[src/rtl/adc_frame_scheduler.sv]
// adc_frame_scheduler
//   Drives the MCP3002 front end of the OFDM receiver. A free-running
//   sample tick launches one conversion on the SPI reader, and each
//   returned sample is written into a ping-pong frame buffer. Completed
//   frames are offered to the demodulator through a valid/ack handshake.
//
// Ports
//   clk_i            system clock
//   rst_i            asynchronous, active-high reset
//   enable_i         run the sample tick
//   adc_start_o      one-cycle conversion request to the MCP3002 reader
//   adc_done_i       one-cycle conversion-complete pulse
//   adc_data_i       sample, valid together with adc_done_i
//   wr_en_o          frame buffer write strobe
//   wr_addr_o        {bank, sample index}
//   wr_data_o        sample being written
//   frame_valid_o    a complete frame is waiting for the demodulator
//   frame_bank_o     bank that holds the waiting frame
//   frame_ack_i      demodulator releases the waiting frame
//   tick_miss_o      sticky: a tick arrived while a conversion was busy
//   overrun_count_o  frames dropped for lack of an ack, saturating at 255
//
// Parameter rules: CLK_FREQ/ADC_SAMPLING_FREQ >= 4, FRAME_LEN a power of two.
//
// state  | meaning
// IDLE   | waiting for the next sample tick
// START  | conversion request pulse to the reader
// WAIT   | conversion in flight, waiting for adc_done_i
// WRITE  | buffer write of the captured sample, index/bank bookkeeping

module adc_frame_scheduler #(
  parameter int CLK_FREQ          = 24_000_000,
  parameter int ADC_SAMPLING_FREQ = 48_000,
  parameter int FRAME_LEN         = 1024,
  parameter int SAMPLE_W          = 10
) (
  input  logic                          clk_i,
  input  logic                          rst_i,
  input  logic                          enable_i,
  output logic                          adc_start_o,
  input  logic                          adc_done_i,
  input  logic [SAMPLE_W-1:0]           adc_data_i,
  output logic                          wr_en_o,
  output logic [$clog2(FRAME_LEN):0]    wr_addr_o,
  output logic [SAMPLE_W-1:0]           wr_data_o,
  output logic                          frame_valid_o,
  output logic                          frame_bank_o,
  input  logic                          frame_ack_i,
  output logic                          tick_miss_o,
  output logic [7:0]                    overrun_count_o
);

  localparam int PERIOD = CLK_FREQ / ADC_SAMPLING_FREQ;
  localparam int CNT_W  = (PERIOD > 1) ? $clog2(PERIOD) : 1;
  localparam int IDX_W  = (FRAME_LEN > 1) ? $clog2(FRAME_LEN) : 1;

  typedef enum logic [1:0] {
    S_IDLE  = 2'd0,
    S_START = 2'd1,
    S_WAIT  = 2'd2,
    S_WRITE = 2'd3
  } state_t;

  state_t              state_q, state_d;
  logic [CNT_W-1:0]    cnt_q, cnt_d;
  logic [IDX_W-1:0]    idx_q, idx_d;
  logic                bank_q, bank_d;
  logic                fv_q, fv_d;
  logic                fb_q, fb_d;
  logic                miss_q, miss_d;
  logic [7:0]          ovr_q, ovr_d;
  logic [SAMPLE_W-1:0] sample_q, sample_d;

  logic tick;
  logic frame_done;

  assign tick       = enable_i && (cnt_q == CNT_W'(PERIOD - 1));
  assign frame_done = (state_q == S_WRITE) && (idx_q == IDX_W'(FRAME_LEN - 1));

  // state register
  always_ff @(posedge clk_i or posedge rst_i) begin
    if (rst_i) begin
      state_q <= S_IDLE;
    end else begin
      state_q <= state_d;
    end
  end

  // next-state logic; ticks outside IDLE are simply not taken
  always_comb begin
    state_d = state_q;
    case (state_q)
      S_IDLE:  if (tick) state_d = S_START;
      S_START: state_d = S_WAIT;
      S_WAIT:  if (adc_done_i) state_d = S_WRITE;
      S_WRITE: state_d = S_IDLE;
      default: state_d = S_IDLE;
    endcase
  end

  // outputs; address/data are forced to zero outside the write strobe
  always_comb begin
    adc_start_o     = (state_q == S_START);
    wr_en_o         = (state_q == S_WRITE);
    wr_addr_o       = '0;
    wr_data_o       = '0;
    if (state_q == S_WRITE) begin
      wr_addr_o = {bank_q, idx_q};
      wr_data_o = sample_q;
    end
    frame_valid_o   = fv_q;
    frame_bank_o    = fb_q;
    tick_miss_o     = miss_q;
    overrun_count_o = ovr_q;
  end

  // datapath next-state
  always_comb begin
    cnt_d    = cnt_q;
    idx_d    = idx_q;
    bank_d   = bank_q;
    fv_d     = fv_q;
    fb_d     = fb_q;
    miss_d   = miss_q;
    ovr_d    = ovr_q;
    sample_d = sample_q;

    if (!enable_i || tick) cnt_d = '0;
    else                   cnt_d = cnt_q + 1'b1;

    if (tick && (state_q != S_IDLE)) miss_d = 1'b1;

    if ((state_q == S_WAIT) && adc_done_i) sample_d = adc_data_i;

    if (state_q == S_WRITE) idx_d = frame_done ? '0 : idx_q + 1'b1;

    // An ack coinciding with completion frees the slot first, so the new
    // frame is handed over instead of being counted as an overrun.
    if (frame_done) begin
      if (!fv_q || frame_ack_i) begin
        fv_d   = 1'b1;
        fb_d   = bank_q;
        bank_d = ~bank_q;
      end else if (ovr_q != 8'hFF) begin
        ovr_d = ovr_q + 8'd1;
      end
    end else if (frame_ack_i) begin
      fv_d = 1'b0;
    end
  end

  always_ff @(posedge clk_i or posedge rst_i) begin
    if (rst_i) begin
      cnt_q    <= '0;
      idx_q    <= '0;
      bank_q   <= 1'b0;
      fv_q     <= 1'b0;
      fb_q     <= 1'b0;
      miss_q   <= 1'b0;
      ovr_q    <= 8'd0;
      sample_q <= '0;
    end else begin
      cnt_q    <= cnt_d;
      idx_q    <= idx_d;
      bank_q   <= bank_d;
      fv_q     <= fv_d;
      fb_q     <= fb_d;
      miss_q   <= miss_d;
      ovr_q    <= ovr_d;
      sample_q <= sample_d;
    end
  end

endmodule

[config.mk]
export PLATFORM = sky130hd
export DESIGN_NAME = adc_frame_scheduler
export DESIGN_NICKNAME = d
export VERILOG_FILES = /design/src/rtl/adc_frame_scheduler.sv
export SDC_FILE = /design/constraint.sdc
export NUM_CORES = 1
export LEC_CHECK = 0
export CAP_MARGIN = 20
export CORE_MARGIN = 5
export CORE_UTILIZATION = 52
export CTS_BUF_LIST = sky130_fd_sc_hd__clkbuf_4
export DETAILED_ROUTE_END_ITERATION = 8
export PLACE_DENSITY_LB_ADDON = 0.2
export SETUP_SLACK_MARGIN = 0.3
export SYNTH_ARGS = -nofsm -noshare
export SYNTH_HDL_FRONTEND = slang
export SYNTH_SLANG_ARGS = --single-unit
[constraint.sdc]
create_clock -name clk_i -period 1.8 [get_ports clk_i]
set_input_delay 0.36 -clock clk_i [delete_from_list [all_inputs] [get_ports clk_i]]
set_output_delay 0.36 -clock clk_i [all_outputs]
set_load 0.1 [all_outputs]
==> metrics.cfg <==
[run_status]
status=complete, but fails checks
violations=setup timing

[synth]
syn-mean-instance-area_um2=11.1
ys_warn_count=0
synth.distinct_cells=32
syn_area_mm2=0.00213
synth_nets=213
synth_seq_cells=43
netlist_instances=191
synth-seq-area-share_pct=50.6

[setup_path]
critPathSlowestCell=dfrtp_1
start_kind=register
crit_type=register to primary output
required_ns=1.44
arrival_ns=1.46
crit_fanout=11
path_cells=ha_4, clkbuf_16, and2_4, buf_12
setup.worst_path.start=state_q[0]
reg2reg_from=state_q[0]
cp-end-kind=primary output
critPathMaxStageDelay_ns=0.44

[global_routing]
grt_start_max_net_pins=44
antenna_found_initial=0
grt_pass1_vias=1792
overflow=0
grt_pass1_wl_um=8630
grt_use_total_pct=20.6

[placed_design]
dp_slack_ns=0.0676
dp_cells=292
hpwl_um=3490
gp_routability_congestion=0.810
numPortBuffers=48

[timing]
relSlewSlack_pct=71.1
rsz0062_at_grt=true
fin_setup_tns_ns=-0.170
post-route-min-period_ns=1.82
finalCritPeriodShare_pct=101
hold_viol_final=0
worst_pin_slew_ns=0.432
setup_ws_ns=-0.0178
clock.fmax_mhz=550
slew_viol_final=0
setup-violations-final=20
fin_worst_skew_ns=0.0177
hold_ws_ns=0.351

[layout]
fillerInstances=169
final_common_cell=buf_12
syn2layout_area_growth_pct=67.2
nNetsFinal=286
mostFrequentLayoutCells=buf_12, dfrtp_1, and2_4
final_cells=315
n_antenna_cell=0
drive_above_1_share_pct=49.8

[detailed_routing]
vias=1737
drc=0
drtIter0Drc=190
wl_per_cell_um=18.0
avgViaCountPerCell=5.51
firstDrtPassIters=4
wl_um=5670
ant_nets=0

[power]
power_density_mw_per_mm2=424
fin_total_pwr_uw=1510
peakVddDrop_mv=0.537
power.leakage_uw=0.00160

[floorplan]
die-height_um=74.0
start_util_pct=53.6
num_rows=23
io_pins=49
die-width_um=74.0
dieArea_mm2=0.00547
core_area_mm2=0.00397

[cts]
clock_sinks=43
cts_max_path_buffers=2
htreeDepth=2
clk_pin_slew_ns=0.14
cts_tree=done
numCtsBuffers=5
clockRootBuffer=clkbuf_4
insertion_delay_ns=0.34

[min_path]
hold_path_class=input pin to async pin

[job]
cap_violations=0

synthesized netlist by cell type:
| cell type | instances | area, um2 |
|---|---|---|
| dfrtp_1 | 43 | 1080 |
| o21ai_0 | 4 | 20.0 |
| nand4_1 | 5 | 31.3 |
| o31ai_1 | 1 | 7.51 |
| and2_1 | 23 | 144 |
| nand4_4 | 2 | 42.5 |
| a21oi_1 | 1 | 5.00 |
| nand3_1 | 13 | 65.1 |
| and3b_1 | 1 | 8.76 |
| and2_4 | 1 | 8.76 |
| clkbuf_1 | 3 | 11.3 |
| a311o_1 | 1 | 10.0 |
| nor2b_1 | 3 | 18.8 |
| nand2_1 | 9 | 33.8 |
| nand2b_1 | 1 | 6.26 |
| nor3b_1 | 2 | 15.0 |
| inv_1 | 5 | 18.8 |
| xnor2_1 | 9 | 78.8 |
| a22o_1 | 1 | 8.76 |
| mux2_2 | 14 | 158 |
| ha_1 | 7 | 87.6 |
| xor2_1 | 11 | 96.3 |
| and4_2 | 1 | 10.0 |
| nor4_1 | 3 | 18.8 |
| buf_6 | 1 | 11.3 |
| and3_1 | 2 | 12.5 |
| nor2_1 | 16 | 60.1 |
| nor3_2 | 1 | 10.0 |
| o22a_1 | 1 | 8.76 |
| and4_1 | 3 | 26.3 |
| o21bai_1 | 1 | 7.51 |
| nor3_1 | 2 | 10.0 |
power by group:
| group | switching [uW] | total, uW | leakage, uW | internal (uW) |
|---|---|---|---|---|
| sequential | 7.52 | 979 | 0.000582 | 971 |
| combinational | 34.8 | 76.3 | 0.000990 | 41.5 |
| clock | 308 | 452 | 0.0000263 | 144 |
registers in the layout, summed over array words and instances, names as in the netlist:
name / cells
frame_valid_o: 1
idx_q: 10
tick_miss_o: 1
sample_q: 10
cnt_q: 9
state_q: 2
frame_bank_o: 1
overrun_count_o: 8
bank_q: 1
cells by family (layout without fill, tap and decap cells):
family | count (synthesis) | count (layout) | share of synthesized area, %
and+or+nand+nor | 88 | 88 | 24.5
DFF | 43 | 43 | 50.6
xor gates and xnor gates | 20 | 20 | 8.24
muxes | 14 | 14 | 7.41
AOI/OAI and AO/OA | 10 | 10 | 3.18
buffers and inverters | 9 | 83 | 1.94
adders and majority gates | 7 | 7 | 4.12
cell type report:
type                            count  area [um2]  area share (%)
Timing Repair Buffer               70        1060            29.7
Clock inverter                      3        15.0           0.422
Sequential cell                    43        1100            30.9
Inverter                            5        23.8           0.669
Clock buffer                        5        37.5            1.06
Multi-Input combinational cell    139        1260            35.5
Tap cell                           50        62.6            1.76
through the flow:
step / utilization, % / cell area [um2]
final: 89.5 / 3560
after global routing: 89.5 / 3560
after CTS: 85.9 / 3410
after detailed placement: 80.7 / 3210
after global placement: 80.7 / 3210
after floorplan: - / 2290
worst max-delay path: cells and delay by family, from the launching register on:
family | cells | cell delay (ns)
simple gates | 1 | 0.16
buf+inv | 2 | 0.32
flops | 1 | 0.44
fa+ha+maj | 1 | 0.20
what timing repair did:
item	in CTS	in global routing
hold buffers	0	0
gates resized for setup	25	12
cloned	1	1
pin swaps	4	4
setup buffers	5	8
setup endpoints to repair	49	48
layer usage:
layer | GRT usage (%) | routed length (um)
met5 | 0 | 0
met4 | 6.04 | 73
met3 | 4.86 | 244
met2 | 35.2 | 3040
met1 | 26.1 | 2310
path summary, 6_finish.rpt:
check / slack [ns] / to / depth (start not counted)
worst max register to register: 0 / overrun_count_o[5] / 7
worst min register to register: 0.53 / sample_q[0] / 1
worst max-delay path: -0.02 / wr_addr_o[4] / 4
min in group clk_i: 0.53 / sample_q[0] / 1
max in group asynchronous: 1.20 / overrun_count_o[4] / 3
worst min-delay path: 0.35 / sample_q[9] / 3
Note: power is estimated with default switching activity, not from simulation.
==> RTL edit 1 (same settings) <==
Encoding of `state_t`: now Gray code (2 bits for 4 states).
--- a/src/rtl/adc_frame_scheduler.sv
+++ b/src/rtl/adc_frame_scheduler.sv
@@ -55,10 +55,10 @@
   localparam int IDX_W  = (FRAME_LEN > 1) ? $clog2(FRAME_LEN) : 1;
 
   typedef enum logic [1:0] {
-    S_IDLE  = 2'd0,
-    S_START = 2'd1,
-    S_WAIT  = 2'd2,
-    S_WRITE = 2'd3
+    S_IDLE  = 2'b00,
+    S_START = 2'b01,
+    S_WAIT  = 2'b11,
+    S_WRITE = 2'b10
   } state_t;
 
   state_t              state_q, state_d;
Function: same outputs for any inputs over 10 cycles, from zero or initial values and one cycle with rst_i high; not proved beyond that.
==> RTL edit 1 against the original RTL <==
The run still ends with setup timing left. Sequential cell count unchanged. Area after synthesis down 2.8%. Hold slack worse by 0.0079 ns. Setup slack worse by 0.18 ns. Maximum frequency down 8.9%. Final area up 4.8%. Routed wire length up 51%. Via count up 18%.
Power is left out: it rests on default switching activity, and per cell area and clock period it moved more than threefold.
==> RTL edit 1: results (changes against the original RTL) <==
- Post-DR wirelength/cell: 25.56 um (+42%)
- Clock Skew: 0.02216 ns (+0.004429 ns)
- Routed metal-1 wire length: 3076 um (+33%)
- Worst-path maximum fanout: 4 (-7)
- Avg Cell Area, Syn: 10.60 um2 (-4.8%)
- CP Class: reg -> reg
- Cell family with most CP delay: simple AND/OR/NAND/NOR gates
- Total length of routed met2 wires: 4494 um (+48%)
- Status: finished with violations
- Final #Nets: 303 (+5.9%)
- Hold Slack: 0.3428 ns (-0.007852 ns)
- Global placement routability congestion: 0.8339 (+3.0%)
- Synth top cells by count: dfrtp_1 (43), and2_1 (20), nor2_1 (18)
- Final setup viols: 31 (+55%)
- GRT Total Usage: 26.85% (+6.2 points)
- Met2 Use GR: 46.28% (+11 points)
- Sequential area share after synthesis: 52.06% (+1.5 points)
- Met1 usage: 31.24% (+5.1 points)
- Placed cell area: 3214 um2 (+0.27%)
- Failing checks: setup timing
- Synth Area in Compound Gates: 3.087% (-0.089 points)
- Adder-cell share of the synthesized area: 1.816% (-2.3 points)
- Layout cells sized above 1: 56.29% (+6.5 points)
- Rel. slew slack: 71.73% (+0.63 points)
- DR WL met3: 698 um (+190%)
- Critical Path End: frame_bank_o
- Top cells by area, synth: dfrtp_1 (52%), mux2_2 (6.5%), and2_1 (6.1%), xnor2_1 (4.2%), xor2_1 (4.2%)
- Synth cell types: 34 (+6.3%)
- Met3 Use GR: 6.474% (+1.6 points)
- Worst-skew pair later-pin latency: 0.39 ns (+0.05 ns)
- Reg2Reg Depth: 6 (-1)
- Worst path max stage delay: 0.57 ns (+0.13 ns)
- Total number of vias: 2051 (+18%)
- Number of global-route vias before repair: 1992 (+11%)
- Global-route wire length before repair: 10450 um (+21%)
- Post-Synth XOR/XNOR Area: 8.475% (+0.24 points)
- Detailed placement HPWL: 3774 um (+8.1%)
- Final WS setup: -0.1956 ns (-0.1778 ns)
- Starting DRT DRC Count: 127 (-33%)
- Finished Layout Cells: 336 (+6.7%)
- Post-synthesis mux area share: 6.538% (-0.87 points)
RTL edit 1: worst min-delay path: stages:
cell	delay, ns
clkdlybuf4s50_1	0.41
inv_1	0.11
buf_12	0.25
RTL edit 1: through the flow:
stage | setup slack, ns | TNS [ns]
floorplan | 0.001610 | 0
global placement | 0.06287 | 0
detailed placement | -0.05942 | -0.1400
CTS | -0.1016 | -2.163
global route | -0.2171 | -5.974
finish | -0.1956 | -4.212
RTL edit 1: layout make-up:
| class | count | area, um2 |
|---|---|---|
| clock buffers | 6 | 45.04 |
| clock inverters | 2 | 7.507 |
| fillers | 92 | 186.4 |
| inverters | 5 | 31.28 |
| multi-input cells | 141 | 1227 |
| flip-flops and latches | 43 | 1092 |
| well taps | 50 | 62.56 |
| repair buffers | 89 | 1261 |
RTL edit 1: repair_timing:
action	CTS	global route
hold endpoints to repair	0	0
hold buffers	0	0
endpoints found under the setup margin	47	58
pin swaps	13	29
resized for setup	28	38
gates cloned	0	1
setup buffers	11	9
==> RTL edit 2 (same settings) <==
Made on the original files. Set the parameter `SAMPLE_W` to 11 (it was 10).
--- a/src/rtl/adc_frame_scheduler.sv
+++ b/src/rtl/adc_frame_scheduler.sv
@@ -32,7 +32,7 @@
   parameter int CLK_FREQ          = 24_000_000,
   parameter int ADC_SAMPLING_FREQ = 48_000,
   parameter int FRAME_LEN         = 1024,
-  parameter int SAMPLE_W          = 10
+  parameter int SAMPLE_W          = 11
 ) (
   input  logic                          clk_i,
   input  logic                          rst_i,
Ports: changed (resized adc_data_i and wr_data_o); port bits go from 49 to 51. No check against the original RTL was run, so the function may have changed too.
==> RTL edit 2 against the original RTL <==
Non-clock buffer count up 16. Clock skew up 0.0063 ns. Area after synthesis up 2.5%. Final area up 10%. First-iteration DRC count up 35%. Routed wire length up 71%. Die area up 2.1%. Largest cell class unchanged. Setup slack worse by 0.19 ns. Total power up 7.6%. Sequential cell count up 1. The flow still finishes with violations (setup timing). Largest power group unchanged.
==> RTL edit 2: results (changes against the original RTL) <==
- Layout cells sized above 1: 58.68% (+8.9 points)
- Measured slew at the worst slew-check pin: 0.5350 ns (+0.1026 ns)
- Adder-cell share of the synthesized area: 4.018% (-0.099 points)
- Clock Skew: 0.02401 ns (+0.006283 ns)
- Met3 Use GR: 5.474% (+0.61 points)
- Total number of vias: 2186 (+26%)
- Fillers: 65 (-62%)
- Status: finished with violations
- DR WL met3: 815 um (+230%)
- R2r endpoint: overrun_count_o[2]
- P_leak: 1.778 nW (+11%)
- Synth top cells by count: dfrtp_1 (44), and2_1 (23), mux2_2 (13), nand2_1 (13), nand3_1 (13)
- Top cells by area, synth: dfrtp_1 (51%), mux2_2 (6.7%), and2_1 (6.6%), ha_1 (4.0%), xnor2_1 (4.0%)
- Global placement routability congestion: 0.8595 (+6.1%)
- Starting DRT DRC Count: 257 (+35%)
- Final setup viols: 33 (+65%)
- Final #Nets: 310 (+8.4%)
- Number of global-route vias before repair: 2081 (+16%)
- Placed cell area: 3306 um2 (+3.1%)
- Met1 usage: 34.38% (+8.2 points)
- Layout Area Growth over Synthesis: 79.45%
- Post-Place Cells: 304 (+4.1%)
- Post-CTS Setup Inserts: 17 (+12)
- Net Count, Synth: 222 (+4.2%)
- Number of remaining DRC errors: 0 (unchanged)
- Routed metal-1 wire length: 3207 um (+39%)
- Post-Synth XOR/XNOR Area: 6.831% (-1.4 points)
- Largest net degree at the start of global routing: 33 (-25%)
- Avg Cell Area, Syn: 10.95 um2 (-1.6%)
- Biggest regs: sample_q (11), idx_q (10), cnt_q (9)
- Worst-path maximum fanout: 16 (+5)
- Detailed placement HPWL: 3846 um (+10%)
- Final WS setup: -0.2070 ns (-0.1892 ns)
- Critical Path AT: 1.65 ns (+0.19 ns)
- R2r setup slk: -0.16 ns (-0.16 ns)
- # port buffers: 50 (+4.2%)
- Synth cell types: 36 (+13%)
- Internal power: 1.188 mW (+2.8%)
- Critical Path End: wr_addr_o[10]
- Clock power share: 32.2% (+2.2 points)
- Resized cells post-CTS: 40 (+60%)
- Synth Area in Compound Gates: 3.789% (+0.61 points)
- Sw frac: 26.71% (+3.5 points)
- Total length of routed met2 wires: 4716 um (+55%)
- Met2 Use GR: 47.61% (+12 points)
- GRT Total Usage: 27.49% (+6.9 points)
- Worst path max stage delay: 0.47 ns (+0.03 ns)
- Failing checks: setup timing
- Finished Layout Cells: 338 (+7.3%)
- DRT Pass-1 Iters: 5 (+1)
- Sequential area share after synthesis: 50.52% (-0.072 points)
- Cell family with most CP delay: flip-flops
- Max VDD drop: 0.5529 mV (+3.0%)
- Worst reg2reg startpoint: state_q[1]
## RTL edit 2: changes by cell type in the layout (fill, tap and decap cells not counted), sizes merged, moves of 2 or more
cell / unedited run / this run
nor4: 3 / 1
clkinv: 2 / 4
buf: 55 / 71
nand4: 7 / 4
nand2: 9 / 13
xor2: 11 / 7
mux2: 14 / 17
nor2: 16 / 12
nor3: 3 / 6
a21oi: 1 / 3
## RTL edit 2: area by class of cell
class                           instances  area share, %
Timing Repair Buffer                   86          31.19
Tap cell                               50          1.599
Sequential cell                        44          28.73
Clock buffer                            5         0.9597
Multi-Input combinational cell        145          36.63
Inverter                                5         0.5438
Clock inverter                          3         0.3519
## RTL edit 2: stage by stage
stage	hold WS, ns	setup WS (ns)	TNS [ns]
global placement	0.4785	-0.01390	-0.01390
finish	0.2309	-0.2070	-4.470
global route	0.2522	-0.2130	-4.654
CTS	0.2477	-0.05721	-0.8394
detailed placement	0.4860	-0.03467	-0.06459
floorplan	0.4593	-0.1510	-2.940
